## src/rtl/johnson_pkg.sv

```systemverilog
// Shared Johnson-code helpers: phase-width sizing, code legality and code-to-phase decode.
// Used by the decoder RTL and by the Johnson counter bench reference model.
package johnson_pkg;

  localparam int unsigned JS_MAX_WID = 64;

  typedef enum logic {
    ST_RESYNC = 1'b0,
    ST_TRACK  = 1'b1
  } trk_state_e;

  function automatic int unsigned ph_wid(input int unsigned n);
    return 32'($clog2(2 * n));
  endfunction

  // Keep only the low n bits of a code carried in a max-width vector.
  function automatic logic [JS_MAX_WID-1:0] js_mask(input int unsigned n);
    return (n >= JS_MAX_WID) ? '1 : ((JS_MAX_WID'(1) << n) - JS_MAX_WID'(1));
  endfunction

  function automatic logic js_legal(input logic [JS_MAX_WID-1:0] code, input int unsigned n);
    logic [JS_MAX_WID-1:0] m;
    logic [JS_MAX_WID-1:0] diff;
    m    = js_mask(n);
    diff = ((code & m) ^ ((code & m) >> 1)) & (m >> 1);
    return $countones(diff) <= 1;
  endfunction

  function automatic int unsigned js_phase(input logic [JS_MAX_WID-1:0] code, input int unsigned n);
    logic [JS_MAX_WID-1:0] c;
    int unsigned           pc;
    logic                  msb;
    c   = code & js_mask(n);
    pc  = 32'($countones(c));
    msb = |(c >> (n - 1));
    return msb ? ((2 * n - pc) % (2 * n)) : pc;
  endfunction

endpackage

```

## src/rtl/johnson_decoder_if.sv

```systemverilog
// Sample/result bundle between a Johnson code source and the decoder.
interface johnson_decoder_if
  import johnson_pkg::*;
#(
  parameter int unsigned DATA_WID    = 8,
  parameter int unsigned PH_WID      = ph_wid(DATA_WID),
  parameter int unsigned ERR_CNT_WID = 8
);
  logic                   en;
  logic [DATA_WID-1:0]    data_in;
  logic [PH_WID-1:0]      phase;
  logic                   phase_vld;
  logic                   legal;
  logic                   wrap;
  logic                   seq_err;
  logic [ERR_CNT_WID-1:0] err_cnt;

  modport master (
    output en, data_in,
    input  phase, phase_vld, legal, wrap, seq_err, err_cnt
  );

  modport slave (
    input  en, data_in,
    output phase, phase_vld, legal, wrap, seq_err, err_cnt
  );
endinterface

```

## src/rtl/johnson_code_check.sv

```systemverilog
// Combinational legality check and phase decode of one Johnson code word.
module johnson_code_check
  import johnson_pkg::*;
#(
  parameter int unsigned DATA_WID = 8,
  parameter int unsigned PH_WID   = ph_wid(DATA_WID)
) (
  input  logic [DATA_WID-1:0] data_i,
  output logic                legal_c_o,
  output logic [PH_WID-1:0]   phase_c_o
);
  logic [JS_MAX_WID-1:0] code_ext;

  assign code_ext  = JS_MAX_WID'(data_i);
  assign legal_c_o = js_legal(code_ext, DATA_WID);
  assign phase_c_o = PH_WID'(js_phase(code_ext, DATA_WID));
endmodule

```

## src/rtl/johnson_decoder.sv

```systemverilog
// Registered Johnson-code decoder with successor checking and sequence-error flagging.
// Define JOHNSON_DECODER_ERR_CNT_EN to build the saturating error counter; otherwise err_cnt is 0.
module johnson_decoder
  import johnson_pkg::*;
#(
  parameter int unsigned DATA_WID    = 8,
  parameter int unsigned PH_WID      = ph_wid(DATA_WID),
  parameter int unsigned ERR_CNT_WID = 8,
  parameter bit          ALLOW_HOLD  = 1'b0
) (
  input  logic              clk,
  input  logic              rst,
  johnson_decoder_if.slave  bus
);
  localparam int unsigned PH1_WID = PH_WID + 1;
  localparam int unsigned TWO_N   = 2 * DATA_WID;

  logic                legal_c;
  logic [PH_WID-1:0]   code_ph_c;
  logic [PH1_WID-1:0]  succ_c;
  logic                succ_ok_c;

  trk_state_e          state_q, state_d;
  logic [PH_WID-1:0]   prev_phase_q, prev_phase_d;
  logic [PH_WID-1:0]   phase_q, phase_d;
  logic                legal_q, legal_d;
  logic                phase_vld_q, phase_vld_d;
  logic                wrap_q, wrap_d;
  logic                seq_err_q, seq_err_d;

  johnson_code_check #(
    .DATA_WID (DATA_WID),
    .PH_WID   (PH_WID)
  ) u_code_check (
    .data_i    (bus.data_in),
    .legal_c_o (legal_c),
    .phase_c_o (code_ph_c)
  );

  // Expected successor of the last tracked phase, modulo 2N.
  always_comb begin
    succ_c = PH1_WID'(prev_phase_q) + PH1_WID'(1);
    if (succ_c == PH1_WID'(TWO_N)) succ_c = '0;
    succ_ok_c = (PH1_WID'(code_ph_c) == succ_c) ||
                (ALLOW_HOLD && (code_ph_c == prev_phase_q));
  end

  always_comb begin
    state_d      = state_q;
    prev_phase_d = prev_phase_q;
    phase_d      = phase_q;
    legal_d      = legal_q;
    phase_vld_d  = 1'b0;
    wrap_d       = 1'b0;
    seq_err_d    = 1'b0;
    if (bus.en) begin
      phase_vld_d = 1'b1;
      if (!legal_c) begin
        legal_d   = 1'b0;
        phase_d   = '0;
        seq_err_d = 1'b1;
        state_d   = ST_RESYNC;
      end else begin
        legal_d      = 1'b1;
        phase_d      = code_ph_c;
        prev_phase_d = code_ph_c;
        state_d      = ST_TRACK;
        // A resync sample is taken on trust; only tracked samples are checked.
        if (state_q == ST_TRACK) begin
          seq_err_d = !succ_ok_c;
          wrap_d    = (prev_phase_q == PH_WID'(TWO_N - 1)) && (code_ph_c == '0);
        end
      end
    end
  end

  always_ff @(posedge clk) begin
    if (rst) begin
      state_q      <= ST_RESYNC;
      prev_phase_q <= '0;
      phase_q      <= '0;
      legal_q      <= 1'b0;
      phase_vld_q  <= 1'b0;
      wrap_q       <= 1'b0;
      seq_err_q    <= 1'b0;
    end else begin
      state_q      <= state_d;
      prev_phase_q <= prev_phase_d;
      phase_q      <= phase_d;
      legal_q      <= legal_d;
      phase_vld_q  <= phase_vld_d;
      wrap_q       <= wrap_d;
      seq_err_q    <= seq_err_d;
    end
  end

`ifdef JOHNSON_DECODER_ERR_CNT_EN
  logic [ERR_CNT_WID-1:0] err_cnt_q, err_cnt_d;

  // Saturating count of flagged samples.
  always_comb begin
    err_cnt_d = err_cnt_q;
    if (seq_err_d && !(&err_cnt_q)) err_cnt_d = err_cnt_q + ERR_CNT_WID'(1);
  end

  always_ff @(posedge clk) begin
    if (rst) err_cnt_q <= '0;
    else     err_cnt_q <= err_cnt_d;
  end

  assign bus.err_cnt = err_cnt_q;
`else
  assign bus.err_cnt = ERR_CNT_WID'(0);
`endif

  assign bus.phase     = phase_q;
  assign bus.phase_vld = phase_vld_q;
  assign bus.legal     = legal_q;
  assign bus.wrap      = wrap_q;
  assign bus.seq_err   = seq_err_q;
endmodule

```

## src/flat_wrapper.sv

```systemverilog
// flat-port wrapper written by rule: the top's interface ports become plain ports
module johnson_decoder_flat import johnson_pkg::*;
#(
  parameter int unsigned DATA_WID    = 8,
  parameter int unsigned PH_WID      = ph_wid(DATA_WID),
  parameter int unsigned ERR_CNT_WID = 8,
  parameter bit          ALLOW_HOLD  = 1'b0
)
  (clk, rst, bus_en, bus_data_in, bus_phase, bus_phase_vld, bus_legal, bus_wrap, bus_seq_err, bus_err_cnt);
  johnson_decoder_if #(.DATA_WID(DATA_WID), .PH_WID(PH_WID), .ERR_CNT_WID(ERR_CNT_WID)) bus_i ();
  input  logic clk;
  input  logic rst;
  input wire logic [$bits(bus_i.en)-1:0] bus_en;
  input wire logic [$bits(bus_i.data_in)-1:0] bus_data_in;
  output wire logic [$bits(bus_i.phase)-1:0] bus_phase;
  output wire logic [$bits(bus_i.phase_vld)-1:0] bus_phase_vld;
  output wire logic [$bits(bus_i.legal)-1:0] bus_legal;
  output wire logic [$bits(bus_i.wrap)-1:0] bus_wrap;
  output wire logic [$bits(bus_i.seq_err)-1:0] bus_seq_err;
  output wire logic [$bits(bus_i.err_cnt)-1:0] bus_err_cnt;
  assign bus_i.en = bus_en;
  assign bus_i.data_in = bus_data_in;
  assign bus_phase = bus_i.phase;
  assign bus_phase_vld = bus_i.phase_vld;
  assign bus_legal = bus_i.legal;
  assign bus_wrap = bus_i.wrap;
  assign bus_seq_err = bus_i.seq_err;
  assign bus_err_cnt = bus_i.err_cnt;
  johnson_decoder #(.DATA_WID(DATA_WID), .PH_WID(PH_WID), .ERR_CNT_WID(ERR_CNT_WID), .ALLOW_HOLD(ALLOW_HOLD)) u_core (.clk(clk), .rst(rst), .bus(bus_i));
endmodule
```

## config.mk

```make
export PLATFORM = sky130hd
export DESIGN_NAME = johnson_decoder_flat
export DESIGN_NICKNAME = d
export VERILOG_FILES = /design/src/rtl/johnson_pkg.sv /design/src/rtl/johnson_decoder_if.sv /design/src/rtl/johnson_code_check.sv /design/src/rtl/johnson_decoder.sv /design/src/flat_wrapper.sv
export SDC_FILE = /design/constraint.sdc
export NUM_CORES = 1
export LEC_CHECK = 0
export ABC_AREA = 1
export BUFFER_PORTS_ARGS = -buffer_cell sky130_fd_sc_hd__clkbuf_2
export CORE_UTILIZATION = 25
export CTS_CLUSTER_DIAMETER = 50
export DETAILED_ROUTE_END_ITERATION = 12
export GPL_TIMING_DRIVEN = 0
export MAX_ROUTING_LAYER = met4
export PLACE_DENSITY = 0.54
export SETUP_SLACK_MARGIN = 0.02
export SYNTH_ARGS = -nofsm -noshare
export SYNTH_HDL_FRONTEND = slang
export SYNTH_HIERARCHICAL = 1
export SYNTH_SLANG_ARGS = --single-unit
```

## constraint.sdc

```tcl
create_clock -name clk -period 3.4 [get_ports clk]
set_input_delay 0.51 -clock clk [delete_from_list [all_inputs] [get_ports clk]]
set_output_delay 0.51 -clock clk [all_outputs]
set_load 0.01 [all_outputs]
```

==> metrics.txt, run 1 <==
Worst IR Drop VDD=approximately 0.13 mV; vias in the first global route=757; cts bufs inserted=3; Data required, critical path=3.52 ns; Worst setup SP type=input pin; RSZ-0062 raised after global routing=false; Ys Warns=6; IO buf count=17; die width=approximately 68 um; Rows=23; routability cong.=around 0.73; Die ar.=4632 um^2; Pwr Total=0.7230 mW; setup tns final=0 ns; Mapped Area=1091 um^2; Total Wirelength=between 1500 and 2000 um; hold crit path type=flop to flop; delay-heaviest family, CP=adder cells; vias per cell=3.946; Post-CTS Setup Bufs=0; nets@finish=205; Root Buffer=clkbuf_8; Worst Path Max Fanout=7; CTS tree=yes; post-synth top area cell=dfxtp_1; Clock Skew=0.0005228 ns; I/O pin cnt=27; Routed Antenna Nets=0; crit path cell chain=clkbuf_2 -> fa_1 -> ha_1 -> ha_1 -> fa_1 -> inv_1 -> ha_1 -> nand2_1 -> o21ai_0 -> xor2_1 -> nor2_4 -> nand3_1 -> nand2_1 -> a21oi_2; worst skew pair latency=0.24 ns; Peak Freq=313.8 MHz; Finished Layout Cells=222; sequential fraction of the synthesis area=0.2202; crit path DAT=3.31 ns; placed insts=218; post-synthesis cell type count=19; Yosys top cell area share=0.2202; Simple-Gate Fraction of Synth Area=0.2179; Max-cap violations=0; post-cts resize count=0; Setup Crit Path Kind=input pin to flop; ys async rst share=0; Critical Path Max Stage Delay=just under 0.6 ns; global route overflow=0; Vias=876; largest net degree at the start of global routing=11; HPWL after DPL=approximately 1600 um; cell with the most instances after synthesis=nand2_1; Initial Utilization=0.2670; total track usage=0.09003; Top FF cell, synth=dfxtp_1; CTS H-tree lvls=1; number of synthesized register bits=12; Tmin final=3.187 ns; Leak=just under 0.7 nW; most used cell, CP=ha_1; CTS sink cnt=12; adder-cell area share of the yosys netlist=0.2821; Post-synth EDFFs=0; global-route wire length before repair=3098 um; diode count=0; status=completed; number of DRC markers in iteration 0=40; Worst setup EP type=flop; drt wl/cell=between 8 and 9 um; CP max-delay cell=fa_1; DP Area=1265 um^2; Clock transition at path regs=0.05 ns; fin crit share=0.9374; Synth area leaders=dfxtp_1 (22%), ha_1 (17%), nand2_1 (12%); Final Cell Area=1323 um^2; Post-synth top cells=nand2_1 (35), inv_1 (23), ha_1 (15), dfxtp_1 (12), nand3_1 (12); largest family of logic cells by synthesized area=adder cells; xor/xnor share of the synthesized area=0.06422; final hold slack=0.4669 ns; sum of buffers and inverters on the critical path=2; antenna violations before repair=0; R2R setup slack=2.16 ns; Area growth, synth to finish=21.22%; setup violators final=0; Pwr Density=546.7 nW/um^2; Syn Inst Count=144; Post-CTS Hold Fix Bufs=0; Compound-Gate Fraction of Synth Area=0.06307; Clock Path Buffers=2; Slew Limit Fails=0; layout cells sized above 1=0.2209; final hold viol count=0; syn_area_per_cell=7.577 um^2; post-synthesis mux area share=0; DRT Pass-1 Iters=4; Core Area=4086 um^2; Die H=68.06 um; drc violations=0
[layer usage]
layer  GRT usage  vias to the layer above  part of all wire
met5           -                        -                 0
met4     0.01563                        0                 0
met3     0.03000                        0             0.034
met2      0.1434                       13              0.48
met1      0.1111                      378              0.48
li1            -                      485                 -
[flip-flops by register name, summed over array words and instances, names as in the netlist]
register / flops
u_core/bus.phase: 4
u_core/prev_phase_q: 4
u_core/bus.legal: 1
u_core/bus.phase_vld: 1
u_core/bus.seq_err: 1
u_core/bus.wrap: 1
[stage by stage]
step	setup WS (ns)	utilization
detailed placement	-0.08871	0.3096
CTS	0.1510	0.3230
floorplan	0.2755	-
finish	0.2129	0.3236
global placement	-0.1004	0.3096
global route	0.03048	0.3236
[cells in the final DEF (no fill, tap or decap)]
cell,n
nor3_1,2
clkbuf_2,17
o21ai_0,2
nand3_1,12
nor2_2,1
buf_4,8
fa_1,6
dfxtp_1,12
ha_1,15
inv_1,23
clkbuf_8,4
a21oi_1,10
nor2_1,2
xor2_1,4
nand2_2,1
nand2_1,34
nor2_4,2
xnor2_1,4
inv_2,3
a21oi_2,1
conb_1,8
buf_2,1
[final timing paths]
| path | start | to | cells after the start |
|---|---|---|---|
| max | bus_data_in[7] | u_core/bus.seq_err | 14 |
| min | u_core/bus.phase[1] | u_core/bus.phase[1] | 2 |
| max reg2reg | u_core/prev_phase_q[0] | u_core/bus.seq_err | 6 |
| min reg2reg | u_core/bus.phase[1] | u_core/bus.phase[1] | 2 |
[report_power, final]
group          switching, mW  leakage [nW]  total, mW  internal (mW)
sequential            0.0210        0.0978      0.189          0.168
combinational          0.224         0.562      0.380          0.156
clock                 0.0518        0.0288      0.154          0.102
[cell families (layout without fill, tap and decap cells)]
group                      after synthesis  count (layout)
and+or+nand+nor                         54              54
DFF                                     12              12
xor gates and xnor gates                 8               8
adders and majority gates               21              21
buffers and inverters                   35              56
AOI/OAI and AO/OA                       13              13
other                                    1               8
[cell type report]
class | instances | area [um^2]
Fill cell | 451 | 2764
Buffer | 9 | 65.06
Clock buffer | 4 | 55.05
Sequential cell | 12 | 240.2
Inverter | 26 | 97.59
Tap cell | 50 | 62.56
Multi-Input combinational cell | 104 | 716.9
Timing Repair Buffer | 17 | 85.08
[tightest hold or removal path: stages, from the launching register on]
cell     delay [ns]
dfxtp_1        0.31
nand2_1        0.06
a21oi_1        0.06
Note: power is estimated with default switching activity, not from simulation.
==> run 2, diff against run 1 <==
Settings changed: CORE_ASPECT_RATIO set to 1.25, SKIP_CTS_REPAIR_TIMING set to 1.
==> run 2 against run 1 <==
Net effect:
- clock power hardly changed
- sequential share of layout area is 0.12 points lower
- clock skew hardly changed
- final cell count is 2.7% higher
==> metrics.txt, run 2 (synthesis gave the netlist of run 1 again) <==
I/O pin cnt=27 (unchanged); most frequent cells in the layout=nand2_1 (35), inv_1 (23), clkbuf_2 (17), ha_1 (15) (was nand2_1 (34), inv_1 (23), clkbuf_2 (17), ha_1 (15)); end-of-flow core utilization=0.3222 (was 0.3236); fin crit share=0.9420 (was 0.9374); drc violations=0 (unchanged); DRT Pass-1 Iters=4 (unchanged); Initial Utilization=0.2641 (was 0.2670); hold crit path type=flop to flop (unchanged); Clock Path Buffers=2 (unchanged); Tmin final=3.203 ns (was 3.187 ns); Cell Int Power=0.4263 mW (was 0.4262 mW); nets@finish=205 (unchanged); number of DRC markers in iteration 0=14 (was 40); vias per cell=3.904 (was 3.946); Area growth, synth to finish=22.02% (was 21.22%); setup violators final=0 (unchanged); antenna violations before repair=0 (unchanged); diode count=0 (unchanged); Clock power frac=0.209 (was 0.213); Routed Antenna Nets=0 (unchanged); final hold viol count=0 (unchanged); Data required, critical path=3.53 ns (was 3.52 ns); CTS sink cnt=12 (unchanged); Slew Limit Fails=0 (unchanged); CTS H-tree lvls=1 (unchanged); Sw Ratio=0.4154 (was 0.4106); RSZ-0062 raised after global routing=false (unchanged); total track usage=0.09322 (was 0.09003); Peak Freq=312.2 MHz (was 313.8 MHz); Worst Path Max Fanout=7 (unchanged); Vias=890 (was 876); Worst setup SP type=input pin (unchanged); Setup Crit Path Kind=input pin to flop (unchanged); Clock Skew=0.0005693 ns (was 0.0005228 ns); most common cell after layout, fill and taps aside=nand2_1 (unchanged); Total Wirelength=1860 um (was 1796 um); Core Area=4131 um^2 (was 4086 um^2); Seq. cell area=240.2 um^2 (unchanged); CTS tree=yes (unchanged); die width=61.09 um (was 68.06 um); routability cong.=0.7326 (was 0.7270); layout cells sized above 1=0.2209 (unchanged); global route overflow=0 (unchanged); combinational share of power=0.531 (was 0.525); Root Buffer=clkbuf_8 (unchanged); NetSw=0.3029 mW (was 0.2968 mW); status=completed (unchanged); worst skew pair latency=0.24 ns (about the same); vias in the first global route=842 (was 757); FILL cells=453 (was 451); Multi-input gate area=718.2 um^2 (was 716.9 um^2); Die H=75.86 um (was 68.06 um); Clock transition at path regs=0.05 ns (about the same); Leak=0.6882 nW (was 0.6886 nW); Max-cap violations=0 (unchanged); IO buf count=17 (unchanged); Worst setup EP type=flop (unchanged); share of power burned in registers=0.260 (was 0.262); drt wl/cell=8.158 um (was 8.090 um); Die ar.=4634 um^2 (was 4632 um^2); global-route wire length before repair=3194 um (was 3098 um); Worst IR Drop VDD=0.2769 mV (was 0.1349 mV); Rows=26 (was 23); HPWL after DPL=1631 um (was 1599 um); cts bufs inserted=3 (unchanged); crit path DAT=3.33 ns (was 3.31 ns); Pwr Total=0.7292 mW (was 0.7230 mW); Pwr Density=547.7 nW/um^2 (was 546.7 nW/um^2); largest net degree at the start of global routing=11 (unchanged)
-- run 2: path summary, 6_finish.rpt --
| check | start | to | slack [ns] | cells after the start |
|---|---|---|---|---|
| worst max register to register | u_core/prev_phase_q[0] | u_core/bus.seq_err | 2.16 | 6 |
| worst min-delay path | u_core/bus.phase[3] | u_core/bus.phase[3] | 0.46 | 2 |
| worst max-delay path | bus_data_in[7] | u_core/bus.seq_err | 0.20 | 14 |
| worst min register to register | u_core/bus.phase[3] | u_core/bus.phase[3] | 0.46 | 2 |
-- run 2: area by class of cell --
type / instances / share of cell area
flip-flops and latches: 12 / 0.1805
repair buffers: 17 / 0.06391
multi-input cells: 104 / 0.5395
clock buffers: 4 / 0.04135
inverters: 26 / 0.07331
plain buffers: 9 / 0.04887
well taps: 56 / 0.05263
-- run 2: per-stage QoR --
step	std cells	setup TNS, ns	hold slack (ns)	cell area, um^2	setup WS (ns)
2_1_floorplan	151	0	0.4623	1117	0.2755
3_3_place_gp	224	-1.095	0.4584	1272	-0.1541
3_5_place_dp	224	-1.270	0.4603	1272	-0.1796
4_1_cts	228	0	0.4681	1328	0.07902
5_1_grt	228	0	0.4911	1331	0.02749
6_report	228	0	0.4643	1331	0.1971
-- run 2: power groups by stage --
stage | Clock (mW) | Sequential (mW) | Combinational [mW]
after floorplan | 0 | 0.196 | 0.294
after global placement | 0 | 0.193 | 0.382
after detailed placement | 0 | 0.192 | 0.387
after CTS | 0.160 | 0.189 | 0.389
after global routing | 0.163 | 0.194 | 0.452
final | 0.152 | 0.190 | 0.387
-- run 2: per-layer routing --
metal	global-route usage	routed length, um	share of wire
met3	0.01528	66	0.035
met5	-	0	0
met4	0.03788	8	0.0043
met1	0.1045	899	0.48
met2	0.1618	885	0.48
-- run 2: worst max-delay path, cell delays in order --
cell	delay (ns)
clkbuf_2	0.17
fa_1	0.45
ha_1	0.19
ha_1	0.32
fa_1	0.58
inv_1	0.06
ha_1	0.28
nand2_1	0.06
o21ai_0	0.16
xor2_1	0.23
nor2_4	0.10
nand3_1	0.09
nand2_1	0.08
a21oi_2	0.05
==> run 3, diff against run 2 <==
Settings changed: PLACE_DENSITY 0.54 to 0.53, SYNTH_HIERARCHICAL 1 to not set.
==> run 3 against run 2 <==
Net effect:
- non-clock buffer count unchanged
- synthesized cell count increased by 1.4%
- combinational power decreased by 3%
- maximum frequency increased by 6.6%
- global-route usage decreased by 0.27 points
- critical path depth increased by 3
- first-iteration DRC count increased by 43%
- clock power decreased by 18%
- sequential cell count unchanged
- wire length decreased by 1.0%
- count of clock-buffer cells in the layout decreased by 1
- total power decreased by 5.7%
- critical path type unchanged
==> metrics.txt, run 3 <==
status=completed (unchanged); ys async rst share=0 (unchanged); Data required, critical path=3.53 ns (about the same); routability cong.=0.7098 (was 0.7326); total track usage=0.09057 (was 0.09322); DRT Pass-1 Iters=2 (was 4); Yosys top cell area share=0.2155 (was 0.2202); diode count=0 (unchanged); Worst setup EP type=flop (unchanged); Worst Path Max Fanout=3 (was 7); Area growth, synth to finish=19.98% (was 22.02%); vias per cell=3.926 (was 3.904); Routed Antenna Nets=0 (unchanged); Setup WS post-layout=0.3956 ns (was 0.1971 ns); post-synthesis cell type count=23 (was 19); final hold slack=0.4608 ns (was 0.4643 ns); drt wl/cell=8.039 um (was 8.158 um); IO buf count=17 (unchanged); Finished Layout Cells=229 (was 228); DP Worst Slack=0.1322 ns (was -0.1796 ns); Seq. cell area=240.2 um^2 (unchanged); Total Wirelength=1841 um (was 1860 um); die width=61.73 um (was 61.09 um); Tmin final=3.004 ns (was 3.203 ns); global route overflow=0 (unchanged); Post-synth top cells=nand2_1 (37), inv_1 (18), ha_1 (15), dfxtp_1 (12) (was nand2_1 (35), inv_1 (23), ha_1 (15), dfxtp_1 (12), nand3_1 (12)); final hold viol count=0 (unchanged); Root Buffer=clkbuf_8 (unchanged); HPWL after DPL=1599 um (was 1631 um); Vias=899 (was 890); most used cell, CP=nand2_1 (was ha_1); Die ar.=4732 um^2 (was 4634 um^2); I/O pin cnt=27 (unchanged); hold crit path type=flop to flop (unchanged); Initial Utilization=0.2657 (was 0.2641); cts bufs inserted=3 (unchanged); Multi-input gate area=743.2 um^2 (was 718.2 um^2); Critical Path Max Stage Delay=0.50 ns (was 0.58 ns); sequential fraction of the synthesis area=0.2155 (was 0.2202); worst r2r src=u_core.prev_phase_q[0] (was u_core/prev_phase_q[0]); Synth area leaders=dfxtp_1 (22%), ha_1 (17%), nand2_1 (12%) (unchanged); vias in the first global route=793 (was 842); Core Area=4197 um^2 (was 4131 um^2); crit path cell chain=clkbuf_2 -> fa_1 -> ha_1 -> ha_1 -> inv_1 -> fa_1 -> ha_1 -> nand2_1 -> nand2_2 -> nand2_1 -> nand2_1 -> nor2_1 -> nand2_1 -> nor2_1 -> nand2_1 -> nand2_1 -> nand2_1 (was clkbuf_2 -> fa_1 -> ha_1 -> ha_1 -> fa_1 -> inv_1 -> ha_1 -> nand2_1 -> o21ai_0 -> xor2_1 -> nor2_4 -> nand3_1 -> nand2_1 -> a21oi_2); nets@finish=207 (was 205); setup tns final=0 ns (unchanged); number of synthesized register bits=12 (unchanged); cell with the most instances after synthesis=nand2_1 (unchanged); Leak=0.6938 nW (was 0.6882 nW); post-synth top area cell=dfxtp_1 (unchanged); Worst setup SP type=input pin (unchanged); Post-synth EDFFs=0 (unchanged); crit path DAT=3.14 ns (was 3.33 ns); Ys Warns=0 (was 6); Top FF cell, synth=dfxtp_1 (unchanged); CTS tree=yes (unchanged); Mapped Area=1115 um^2 (was 1091 um^2); CP max-delay cell=fa_1 (unchanged); fin crit share=0.8837 (was 0.9420); FILL cells=467 (was 453); largest net degree at the start of global routing=11 (unchanged); end-of-flow core utilization=0.3187 (was 0.3222); global-route wire length before repair=3277 um (was 3194 um); antenna violations before repair=0 (unchanged); placed insts=226 (was 224); Clock Skew=0.0004140 ns (was 0.0005693 ns); layout cells sized above 1=0.2370 (was 0.2209); crit path from=bus_data_in[4] (was bus_data_in[7]); number of DRC markers in iteration 0=20 (was 14); Max-cap violations=0 (unchanged); setup violators final=0 (unchanged); worst skew pair latency=0.23 ns (was 0.24 ns); most common cell after layout, fill and taps aside=nand2_1 (unchanged); Syn Inst Count=146 (was 144); Hold Startpoint=u_core.bus.phase[2] (was u_core/bus.phase[3]); Worst IR Drop VDD=0.2504 mV (was 0.2769 mV); CTS H-tree lvls=1 (unchanged); CTS sink cnt=12 (unchanged); Setup Crit Path Kind=input pin to flop (unchanged); Clock transition at path regs=0.05 ns (about the same); Pwr Density=513.8 nW/um^2 (was 547.7 nW/um^2); Rows=26 (unchanged); Peak Freq=332.8 MHz (was 312.2 MHz); Slew Limit Fails=0 (unchanged); most frequent cells in the layout=nand2_1 (37), inv_1 (18), clkbuf_2 (17), ha_1 (15), dfxtp_1 (12) (was nand2_1 (35), inv_1 (23), clkbuf_2 (17), ha_1 (15)); Die H=76.66 um (was 75.86 um); Clock Path Buffers=2 (unchanged); drc violations=0 (unchanged); syn_area_per_cell=7.636 um^2 (was 7.577 um^2); RSZ-0062 raised after global routing=false (unchanged)
==> run 3: through the flow <==
stage          power, mW  cell area, um^2
2_1_floorplan     0.4861             1141
3_3_place_gp      0.5700             1296
3_5_place_dp      0.5709             1296
4_1_cts           0.7000             1338
5_1_grt           0.7763             1338
6_report          0.6873             1338
==> run 3: power by group <==
group	leakage (nW)	switching, mW	internal [mW]
clock	0.0216	0.0472	0.0777
combinational	0.574	0.224	0.150
sequential	0.0978	0.0206	0.168
==> run 3: cell families (layout without fill, tap and decap cells) <==
group           count (synthesis)  after routing  share of synthesized area
compound gates                 11             11                    0.04938
xor+xnor                        8              8                    0.06285
fa+ha+maj                      21             21                     0.2761
buf+inv                        32             52                     0.1414
flops                          12             12                     0.2155
other cells                     1              8                   0.003364
simple gates                   61             61                     0.2514
==> run 3: worst max-delay path: cells and delay by family <==
family | cells | cell delay [ns]
and+or+nand+nor | 10 | 0.66
buffers and inverters | 2 | 0.18
adders and majority gates | 5 | 1.76
==> run 3: layout make-up <==
| class | instances | area share |
|---|---|---|
| multi-input combinational | 109 | 0.5557 |
| sequential | 12 | 0.1796 |
| inverter | 23 | 0.06455 |
| timing repair buffer | 17 | 0.06361 |
| buffer | 9 | 0.05332 |
| tap | 56 | 0.05239 |
| clock buffer | 3 | 0.03087 |
==> run 3: routing by layer <==
layer | global-route usage | share of wire
met2 | 0.1505 | 0.48
met3 | 0.03541 | 0.049
met1 | 0.1058 | 0.47
met5 | - | 0
met4 | 0.006667 | 0
==> run 3: worst paths after layout <==
path,slack [ns],end,cells after the start
max,0.40,u_core.bus.seq_err,17
max reg2reg,2.10,u_core.bus.seq_err,9
min,0.46,u_core.bus.phase[2],2
min reg2reg,0.46,u_core.bus.phase[2],2
